`config.mk`:
```
export PLATFORM = sky130hd
export DESIGN_NAME = cia_tod_ctrl_flat
export DESIGN_NICKNAME = d
export VERILOG_FILES = /design/src/rtl/cia_tod_ctrl_if.sv /design/src/rtl/cia_tod_ctrl.sv /design/src/flat_wrapper.sv
export SDC_FILE = /design/constraint.sdc
export NUM_CORES = 1
export LEC_CHECK = 0
export BUFFER_PORTS_ARGS = -buffer_cell sky130_fd_sc_hd__clkbuf_2
export CORE_UTILIZATION = 51
export DETAILED_ROUTE_END_ITERATION = 12
export PLACE_DENSITY = 0.69
export SETUP_SLACK_MARGIN = 0.2
export SKIP_LAST_GASP = 1
export SYNTH_ARGS = -nofsm -noshare
export SYNTH_HDL_FRONTEND = slang
export SYNTH_SLANG_ARGS = --single-unit
```
`constraint.sdc`:
```
create_clock -name clk -period 4.2 [get_ports clk]
set_input_delay 0.84 -clock clk [delete_from_list [all_inputs] [get_ports clk]]
set_output_delay 0.84 -clock clk [all_outputs]
set_load 0.05 [all_outputs]
```
`src/rtl/cia_tod_ctrl_if.sv`:
```
// Register and TOD-pin bundle between the CIA decoder and the TOD block.
// master = register decoder side, slave = cia_tod_ctrl.
interface cia_tod_ctrl_if;
    logic       tod_tick;
    logic       todin_50;
    logic       alarm_sel;
    logic       we;
    logic       re;
    logic [1:0] addr;
    logic [7:0] wdata;
    logic [7:0] rdata;
    logic       irq_alarm;

    modport master (
        output tod_tick, todin_50, alarm_sel, we, re, addr, wdata,
        input  rdata, irq_alarm
    );

    modport slave (
        input  tod_tick, todin_50, alarm_sel, we, re, addr, wdata,
        output rdata, irq_alarm
    );
endinterface

```
`src/rtl/cia_tod_ctrl.sv`:
```
// CIA time-of-day controller: prescaler, BCD clock chain, read latch, alarm.
// Optional alarm logic is enabled by defining CIA_TOD_ALARM_EN.
module cia_tod_ctrl (
    input  logic           clk,
    input  logic           rst_n,
    cia_tod_ctrl_if.slave  bus
);
    typedef struct packed {
        logic [7:0] hrs;
        logic [7:0] min;
        logic [7:0] sec;
        logic [7:0] ten;
    } tod_t;

    tod_t       r_tod;
    tod_t       r_shd;
    tod_t       w_step;
    tod_t       w_tod_n;
    tod_t       w_src;
    logic [2:0] r_pre;
    logic       r_halt;
    logic       r_lat;
    logic       r_irq;
    logic       w_run;
    logic       w_wrap;
    logic       w_twr;
    logic       w_c0;
    logic [2:0] w_lim;
    logic [7:0] w_wd;
    logic [8:0] w_sec_i;
    logic [8:0] w_min_i;

    // BCD 00-59 increment; bit 8 is the carry out
    function automatic logic [8:0] inc60(input logic [7:0] v);
        if (v[3:0] != 4'h9) return {1'b0, v[7:4], v[3:0] + 4'h1};
        if (v[6:4] == 3'h5) return 9'h100;
        return {1'b0, 1'b0, v[6:4] + 3'h1, 4'h0};
    endfunction

    // 12-hour BCD increment; PM flips only on 11 -> 12
    function automatic logic [7:0] inc_hr(input logic [7:0] h);
        if (h[4:0] == 5'h12) return {h[7], 2'b00, 5'h01};
        if (h[4:0] == 5'h11) return {~h[7], 2'b00, 5'h12};
        if (h[3:0] == 4'h9)  return {h[7], 2'b00, 5'h10};
        return {h[7], 2'b00, h[4:0] + 5'h1};
    endfunction

    assign w_lim   = bus.todin_50 ? 3'd4 : 3'd5;
    assign w_run   = bus.tod_tick && !r_halt;
    assign w_wrap  = w_run && (r_pre >= w_lim);
    assign w_twr   = bus.we && !bus.alarm_sel;
    assign w_c0    = (r_tod.ten[3:0] == 4'h9);
    assign w_sec_i = inc60(r_tod.sec);
    assign w_min_i = inc60(r_tod.min);

    // write data with the per-register storage mask applied
    always_comb begin
        w_wd = 8'h00;
        case (bus.addr)
            2'd0: w_wd = bus.wdata & 8'h0F;
            2'd1: w_wd = bus.wdata & 8'h7F;
            2'd2: w_wd = bus.wdata & 8'h7F;
            2'd3: w_wd = bus.wdata & 8'h9F;
            default: w_wd = 8'h00;
        endcase
    end

    // single-cycle ripple of one step through all digit slices
    always_comb begin
        w_step     = r_tod;
        w_step.ten = w_c0 ? 8'h00 : {4'h0, r_tod.ten[3:0] + 4'h1};
        if (w_c0) begin
            w_step.sec = w_sec_i[7:0];
            if (w_sec_i[8]) begin
                w_step.min = w_min_i[7:0];
                if (w_min_i[8]) w_step.hrs = inc_hr(r_tod.hrs);
            end
        end
    end

    // next live time: a time write cancels a coincident step
    always_comb begin
        w_tod_n = r_tod;
        if (w_twr) begin
            case (bus.addr)
                2'd0: w_tod_n.ten = w_wd;
                2'd1: w_tod_n.sec = w_wd;
                2'd2: w_tod_n.min = w_wd;
                2'd3: w_tod_n.hrs = w_wd;
                default: w_tod_n = r_tod;
            endcase
        end else if (w_wrap) begin
            w_tod_n = w_step;
        end
    end

    // live time, prescaler, halt flag and read latch
    always_ff @(posedge clk or negedge rst_n) begin
        if (!rst_n) begin
            r_tod  <= '{hrs: 8'h01, min: 8'h00, sec: 8'h00, ten: 8'h00};
            r_shd  <= '0;
            r_pre  <= 3'd0;
            r_halt <= 1'b1;
            r_lat  <= 1'b0;
        end else begin
            r_tod <= w_tod_n;
            if (w_twr && bus.addr == 2'd0) r_pre <= 3'd0;
            else if (w_run) r_pre <= w_wrap ? 3'd0 : r_pre + 3'd1;
            if (w_twr && bus.addr == 2'd3) r_halt <= 1'b1;
            else if (w_twr && bus.addr == 2'd0) r_halt <= 1'b0;
            if (bus.re && !bus.we) begin
                if (bus.addr == 2'd3 && !r_lat) begin
                    r_shd <= r_tod;
                    r_lat <= 1'b1;
                end else if (bus.addr == 2'd0 && r_lat) begin
                    r_lat <= 1'b0;
                end
            end
        end
    end

    // register read mux, shadow while latched
    always_comb begin
        w_src = r_lat ? r_shd : r_tod;
        case (bus.addr)
            2'd0: bus.rdata = w_src.ten;
            2'd1: bus.rdata = w_src.sec;
            2'd2: bus.rdata = w_src.min;
            2'd3: bus.rdata = w_src.hrs;
            default: bus.rdata = 8'h00;
        endcase
    end

`ifdef CIA_TOD_ALARM_EN
    tod_t r_alm;
    tod_t w_alm_n;
    logic w_awr;

    assign w_awr = bus.we && bus.alarm_sel;

    // next alarm value
    always_comb begin
        w_alm_n = r_alm;
        if (w_awr) begin
            case (bus.addr)
                2'd0: w_alm_n.ten = w_wd;
                2'd1: w_alm_n.sec = w_wd;
                2'd2: w_alm_n.min = w_wd;
                2'd3: w_alm_n.hrs = w_wd;
                default: w_alm_n = r_alm;
            endcase
        end
    end

    // alarm storage and one-shot match pulse after any update
    always_ff @(posedge clk or negedge rst_n) begin
        if (!rst_n) begin
            r_alm <= '0;
            r_irq <= 1'b0;
        end else begin
            r_alm <= w_alm_n;
            r_irq <= (w_twr || w_wrap || w_awr) && (w_tod_n == w_alm_n);
        end
    end
`else
    // no alarm hardware: pulse held low
    always_ff @(posedge clk or negedge rst_n) begin
        if (!rst_n) r_irq <= 1'b0;
        else        r_irq <= 1'b0;
    end
`endif

    assign bus.irq_alarm = r_irq;
endmodule
```
`src/flat_wrapper.sv`:
```
// flat-port wrapper written by rule: the top's interface ports become plain ports
module cia_tod_ctrl_flat 
  (clk, rst_n, bus_tod_tick, bus_todin_50, bus_alarm_sel, bus_we, bus_re, bus_addr, bus_wdata, bus_rdata, bus_irq_alarm);
  cia_tod_ctrl_if bus_i ();
  input  logic clk;
  input  logic rst_n;
  input wire logic [$bits(bus_i.tod_tick)-1:0] bus_tod_tick;
  input wire logic [$bits(bus_i.todin_50)-1:0] bus_todin_50;
  input wire logic [$bits(bus_i.alarm_sel)-1:0] bus_alarm_sel;
  input wire logic [$bits(bus_i.we)-1:0] bus_we;
  input wire logic [$bits(bus_i.re)-1:0] bus_re;
  input wire logic [$bits(bus_i.addr)-1:0] bus_addr;
  input wire logic [$bits(bus_i.wdata)-1:0] bus_wdata;
  output wire logic [$bits(bus_i.rdata)-1:0] bus_rdata;
  output wire logic [$bits(bus_i.irq_alarm)-1:0] bus_irq_alarm;
  assign bus_i.tod_tick = bus_tod_tick;
  assign bus_i.todin_50 = bus_todin_50;
  assign bus_i.alarm_sel = bus_alarm_sel;
  assign bus_i.we = bus_we;
  assign bus_i.re = bus_re;
  assign bus_i.addr = bus_addr;
  assign bus_i.wdata = bus_wdata;
  assign bus_rdata = bus_i.rdata;
  assign bus_irq_alarm = bus_i.irq_alarm;
  cia_tod_ctrl u_core (.clk(clk), .rst_n(rst_n), .bus(bus_i));
endmodule
```
==> run metrics, run 1 <==
sequential cell area fraction in the yosys report roughly 45%; Ports 26; clk slew on worst S/H paths 70 ps; RSZ-0062 raised after global routing no; worst slew pin tran 1070 ps; Setup Skew 8.79 ps; crit start category input pin; antenna-violating nets left 0; Vias/cell 6.17; CP Data Arrival Time 2650 ps; post-CTS sizing 0; clock sink count between 60 and 70; grt total ovfl 0; syn_area_per_cell 10.8 sq um; final hold viol count 0; GP Congestion 0.918; Buffers on Ports 24; Clock Latency Late Sink about 360 ps; GRT Util Overall 25.7%; Row Count 31; vias in the first global route 2,824; Area Overhead vs Synth 10.5%; Design Power 2.14 mW; wire length per cell 19.3 um; post-CTS setup buffer count 0; synthesized area about 3900 sq um; slew margin rel. between 20% and 30%; CTS tree yes; DP HPWL 6.27 mm; core area 7290 sq um; TritonCTS Buffers 9; critical path class in2out; synth warn 0; drt drc 0; clk root buf clkbuf_8; Post-synth EDFFs 0; Worst Hold Class reg2reg; status finished clean; Syn Inst Count 360; syn nets around 380; die height 89.2 um; post-place setup slack 714 ps; CP max stage delay between 400 and 500 ps; largest net degree at the start of global routing 48; min Tclk post-route 3490 ps; slowest CP cell mux4_2; die width 89.2 um; drt initial violations 321; Setup TNS Final 0 ps; maximum clock frequency 286 MHz; LEAKAGE 2.07 nW; worst-path maximum fanout 17; CP Cell Sequence clkbuf_2, inv_1, ha_1, a222oi_1, inv_1, mux4_2, clkbuf_2; VDD IR-drop max 0.392 mV; Yosys reg bits approximately 70; ANT cells 0; FFs w/ async S/R, synth 100%; element type at the critical path end output pin; Final setup viols 0; Nets ~390; initial core utilization 53.1%; via count 2,932; post-synth cell types 57; CTS Hold Buffers Added 0; Tcrit/Tclk final 83.2%; PD cells ~500 nW/um^2; H-Tree Depth 3; share of cells above drive strength 1 26.3%; Die ar. 7950 sq um; max-cap viol count 0; Clock Path Buffers 2; Max Slew Vio Count 0; Synth Flop Type dfrtp_1; final wirelength about 9.2 mm; initial antenna violation count 0; required time worst endpoint about 3400 ps; global-route wire length before repair 14.9 mm; drt pass-1 iters 7; Final WS setup 706 ps
metrics by stage:
step           utilization (%)  hold slack (ps)  cells  instance area (sq um)
6_report                  58.7              476    475                   4280
5_1_grt                   58.7              482    475                   4280
4_1_cts                   58.7              480    475                   4280
3_5_place_dp              54.7              468    459                   3990
3_3_place_gp              54.7              465    459                   3990
2_1_floorplan                -              449    360                   3870
logic make-up after synthesis:
kind of cell / count (synthesis) / synth area share [%]
compound gates: 94 / 16.9
fa+ha+maj: 6 / 1.94
buf+inv: 52 / 6.94
flops: 69 / 44.6
mux: 53 / 17.6
other cells: 1 / 0.0968
simple gates: 85 / 11.9
cells in the mapped netlist, drive strengths merged (5+ instances only):
master	n	area [sq um]
ha	6	75.1
a21oi	22	110
nor3	5	25.0
mux2	42	484
a222oi	16	160
buf	16	124
o21ai	22	110
a31oi	6	43.8
nand2	24	90.1
inv	24	90.1
dfrtp	67	1680
and3	7	43.8
mux4	7	158
nor2	16	60.1
clkbuf	12	55.1
report_power, final:
group / internal [mW] / switching, mW / total, mW
clock: 0.531 / 0.270 / 0.801
sequential: 0.777 / 0.145 / 0.923
combinational: 0.191 / 0.229 / 0.421
total: 1.50 / 0.645 / 2.14
per-layer routing:
layer	vias up	global-route usage [%]	routed length, um
met4	0	11.8	202
met1	1467	37.7	4340
met2	105	37.3	4090
met5	-	0	0
li1	1344	-	-
met3	16	4.25	553
layout make-up:
cell class / instances / area [sq um]
Multi-Input combinational cell: 239 / 1890
Clock buffer: 10 / 138
Fill cell: 636 / 3010
Timing Repair Buffer: 28 / 150
Tap cell: 99 / 124
Sequential cell: 69 / 1730
Clock inverter: 6 / 158
Inverter: 24 / 90.1
state kept, by name (all words and copies together) (netlist names):
register and flops:
u_core.r_shd 32, u_core.r_tod 32, u_core.r_pre 3, u_core.r_halt 1, u_core.r_lat 1
worst paths after layout:
check                           startpoint               end  slack, ps  cells past startpoint
max                            bus_addr[1]      bus_rdata[4]        710                      7
max reg2reg                u_core.r_pre[0]  u_core.r_tod[27]       1790                      6
min in group asynchronous            rst_n   u_core.r_tod[8]        680                      1
max in group asynchronous            rst_n  u_core.r_shd[15]       2600                      2
min reg2reg                  u_core.r_halt     u_core.r_halt        480                      2
min                          u_core.r_halt     u_core.r_halt        480                      2
placed cells by master, fill, tap and decap left out, types with 3 or more instances in the layout:
cell type and n:
dfrtp_1 67, clkbuf_2 23, nor3_1 5, inv_1 24, a222oi_1 16, and3_1 7
mux2_2 37, o21ai_1 3, mux2_4 3, bufinv_16 5, a31oi_1 5, and3b_1 3
nand4_1 4, a21oi_1 22, o22ai_1 3, o21ai_0 19, ha_1 6, nand2_1 24
nor2_1 16, o21bai_1 3, a21o_1 3, nor2b_1 3, nand2b_1 3, mux2i_1 4
nand3_1 3, and2_1 3, a211o_1 3, o2bb2ai_1 4, buf_4 4, mux4_2 7
clkbuf_8 10
worst max-delay path: cells and delay by family:
family	cells	cell delay, ps
compound gates	1	450
mux	1	460
buf+inv	4	500
fa+ha+maj	1	400
Note: power is estimated with default switching activity, not from simulation.
==> run 2, diff against run 1 <==
- PLACE_DENSITY: 0.69 -> 0.72
- clock period: 4.2 -> 2.8 ns (I/O delays scaled with it)
==> run 2 against run 1 <==
Effect of this change:
- largest power group unchanged
- global-route usage is 0.16 points higher
- highest routed layer unchanged
- via count is 5.1% higher
- flip-flop and latch count stayed put
==> run metrics, run 2 (same netlist as run 1, synthesis figures left out) <==
CP Cell Sequence buf_12, inv_6, ha_4, buf_16, buf_4, a222oi_1, mux2i_1, mux2_2, clkbuf_8; H-Tree Depth 3; final hold viol count 0; sequential cell area 1730 sq um; Row Count 31; worst slew pin tran 569 ps; Final WS setup roughly 52 ps; max-cap viol count 0; clk root buf clkbuf_8; area post-placement 4140 sq um; Setup Skew 10.4 ps; most frequent cells in the layout dfrtp_1 (67), mux2_2 (37), nand2_1 (24); Area Overhead vs Synth 18.2%; Clock Latency Late Sink 360 ps; slowest CP cell a222oi_1; Final setup viols 0; Sw Ratio about a third; clock sink count 69; Vias/cell roughly 6.3; CTS tree yes; wire length per cell 19.5 um; core area 7290 sq um; placed insts 473; crit start category input pin; Final Cell Area roughly 4600 sq um; Hold Slack 225 ps; Die ar. 7950 sq um; Top Registers u_core.r_shd (32), u_core.r_tod (32), u_core.r_pre (3); grt total ovfl 0; drt initial violations 429; Worst Hold Class in2async; status finished clean; Logic pwr share 25.4%; Clock Power Share 29.4%; most common cell after layout, fill and taps aside dfrtp_1; PD cells 661 nW/um^2; GRT Util Overall 25.8%; drt pass-1 iters 7; Flop pwr share a little under half; slew margin rel. 62.0%; maximum clock frequency around 360 MHz; die width roughly 89 um; Nets 412; Clock Path Buffers 2; antenna-violating nets left 0; share of cells above drive strength 1 30.8%; Buffers on Ports 24; Int Pwr 2.04 mW; multi-input logic area approximately 1900 sq um; GP Congestion approximately 0.86; required time worst endpoint 2240 ps; R2R Path Start u_core.r_pre[0]; post-place setup slack -62.9 ps; Max Slew Vio Count 0; Fillers between 500 and 600; Post-Layout Cell Count between 400 and 500; drt drc 0; CP max stage delay 410 ps; vias in the first global route 2,828; Tcrit/Tclk final 98.1%; clk slew on worst S/H paths 70 ps; element type at the critical path end output pin; Worst Setup SP bus_addr[1]; LEAKAGE 2.18 nW; critical path class in2out; RSZ-0062 raised after global routing yes; global-route wire length before repair 15.0 mm; final wirelength 9.58 mm; Psw 987 uW; cell family with most CP delay buffers and inverters; worst-path maximum fanout 4; CP Data Arrival Time 2190 ps; Ports 26; initial core utilization a little over half; ANT cells 0; via count 3,082; TritonCTS Buffers 9; min Tclk post-route 2750 ps; VDD IR-drop max roughly 0.69 mV; initial antenna violation count 0; die height 89.2 um; largest net degree at the start of global routing 70; Critical path buffers and inverters 5; DP HPWL 6.38 mm
run 2: cell types whose count changed in the layout (fill, tap and decap cells not counted), sizes merged:
cell      previous run  this run
clkinvlp             1         2
clkbuf              33        27
clkinv               0         2
bufinv               5         2
buf                  5        28
run 2: worst paths after layout:
check / end / slack [ps] / cells past startpoint
max in group asynchronous: u_core.r_halt / 2250 / 2
max: bus_rdata[2] / 50 / 9
max reg2reg: u_core.r_tod[27] / 480 / 6
min reg2reg: u_core.r_halt / 480 / 2
min in group clk: u_core.r_halt / 480 / 2
min: u_core.r_tod[18] / 230 / 2
run 2: timing repair:
item / 4_1_cts / 5_1_grt
cloned: 1 / 1
endpoints found under the setup margin: 8 / 8
hold buffers: 0 / 0
resized for setup: 23 / 15
pin swaps: 6 / 8
buffers inserted: 0 / 2
run 2: metrics by stage:
stage	TNS (ps)	util (%)	power [mW]
3_5_place_dp	-128	56.8	2.07
4_1_cts	0	61.5	3.00
2_1_floorplan	0	-	1.85
5_1_grt	0	62.8	3.17
6_report	0	62.8	3.03
3_3_place_gp	-39.6	56.8	2.04
run 2: layer usage:
layer | routed length (um) | vias up | GRT usage, %
li1 | - | 1388 | -
met1 | 3980 | 1521 | 36.5
met2 | 4680 | 147 | 40.2
met3 | 706 | 26 | 4.89
met4 | 221 | 0 | 8.95
met5 | 0 | - | 0
run 2: final cells by class:
class	instances	area share, %
Sequential cell	69	37.7
Multi-Input combinational cell	239	42.1
Inverter	24	2.08
Timing Repair Buffer	46	10.7
Clock buffer	9	2.70
Clock inverter	6	1.94
Tap cell	99	2.70
run 2: power groups by stage:
| stage | combinational, mW | clock (mW) | sequential (mW) |
|---|---|---|---|
| 2_1_floorplan | 0.558 | 0 | 1.29 |
| 3_3_place_gp | 0.672 | 0 | 1.37 |
| 3_5_place_dp | 0.699 | 0 | 1.37 |
| 4_1_cts | 0.745 | 0.904 | 1.36 |
| 5_1_grt | 0.837 | 0.941 | 1.39 |
| 6_report | 0.769 | 0.890 | 1.37 |
run 2: worst register-to-register path: stages (launching register included):
cell and delay, ps:
dfrtp_1 400, inv_1 60, ha_1 270, or3b_1 440, nand4_1 110, a221o_1 520, mux2_2 410
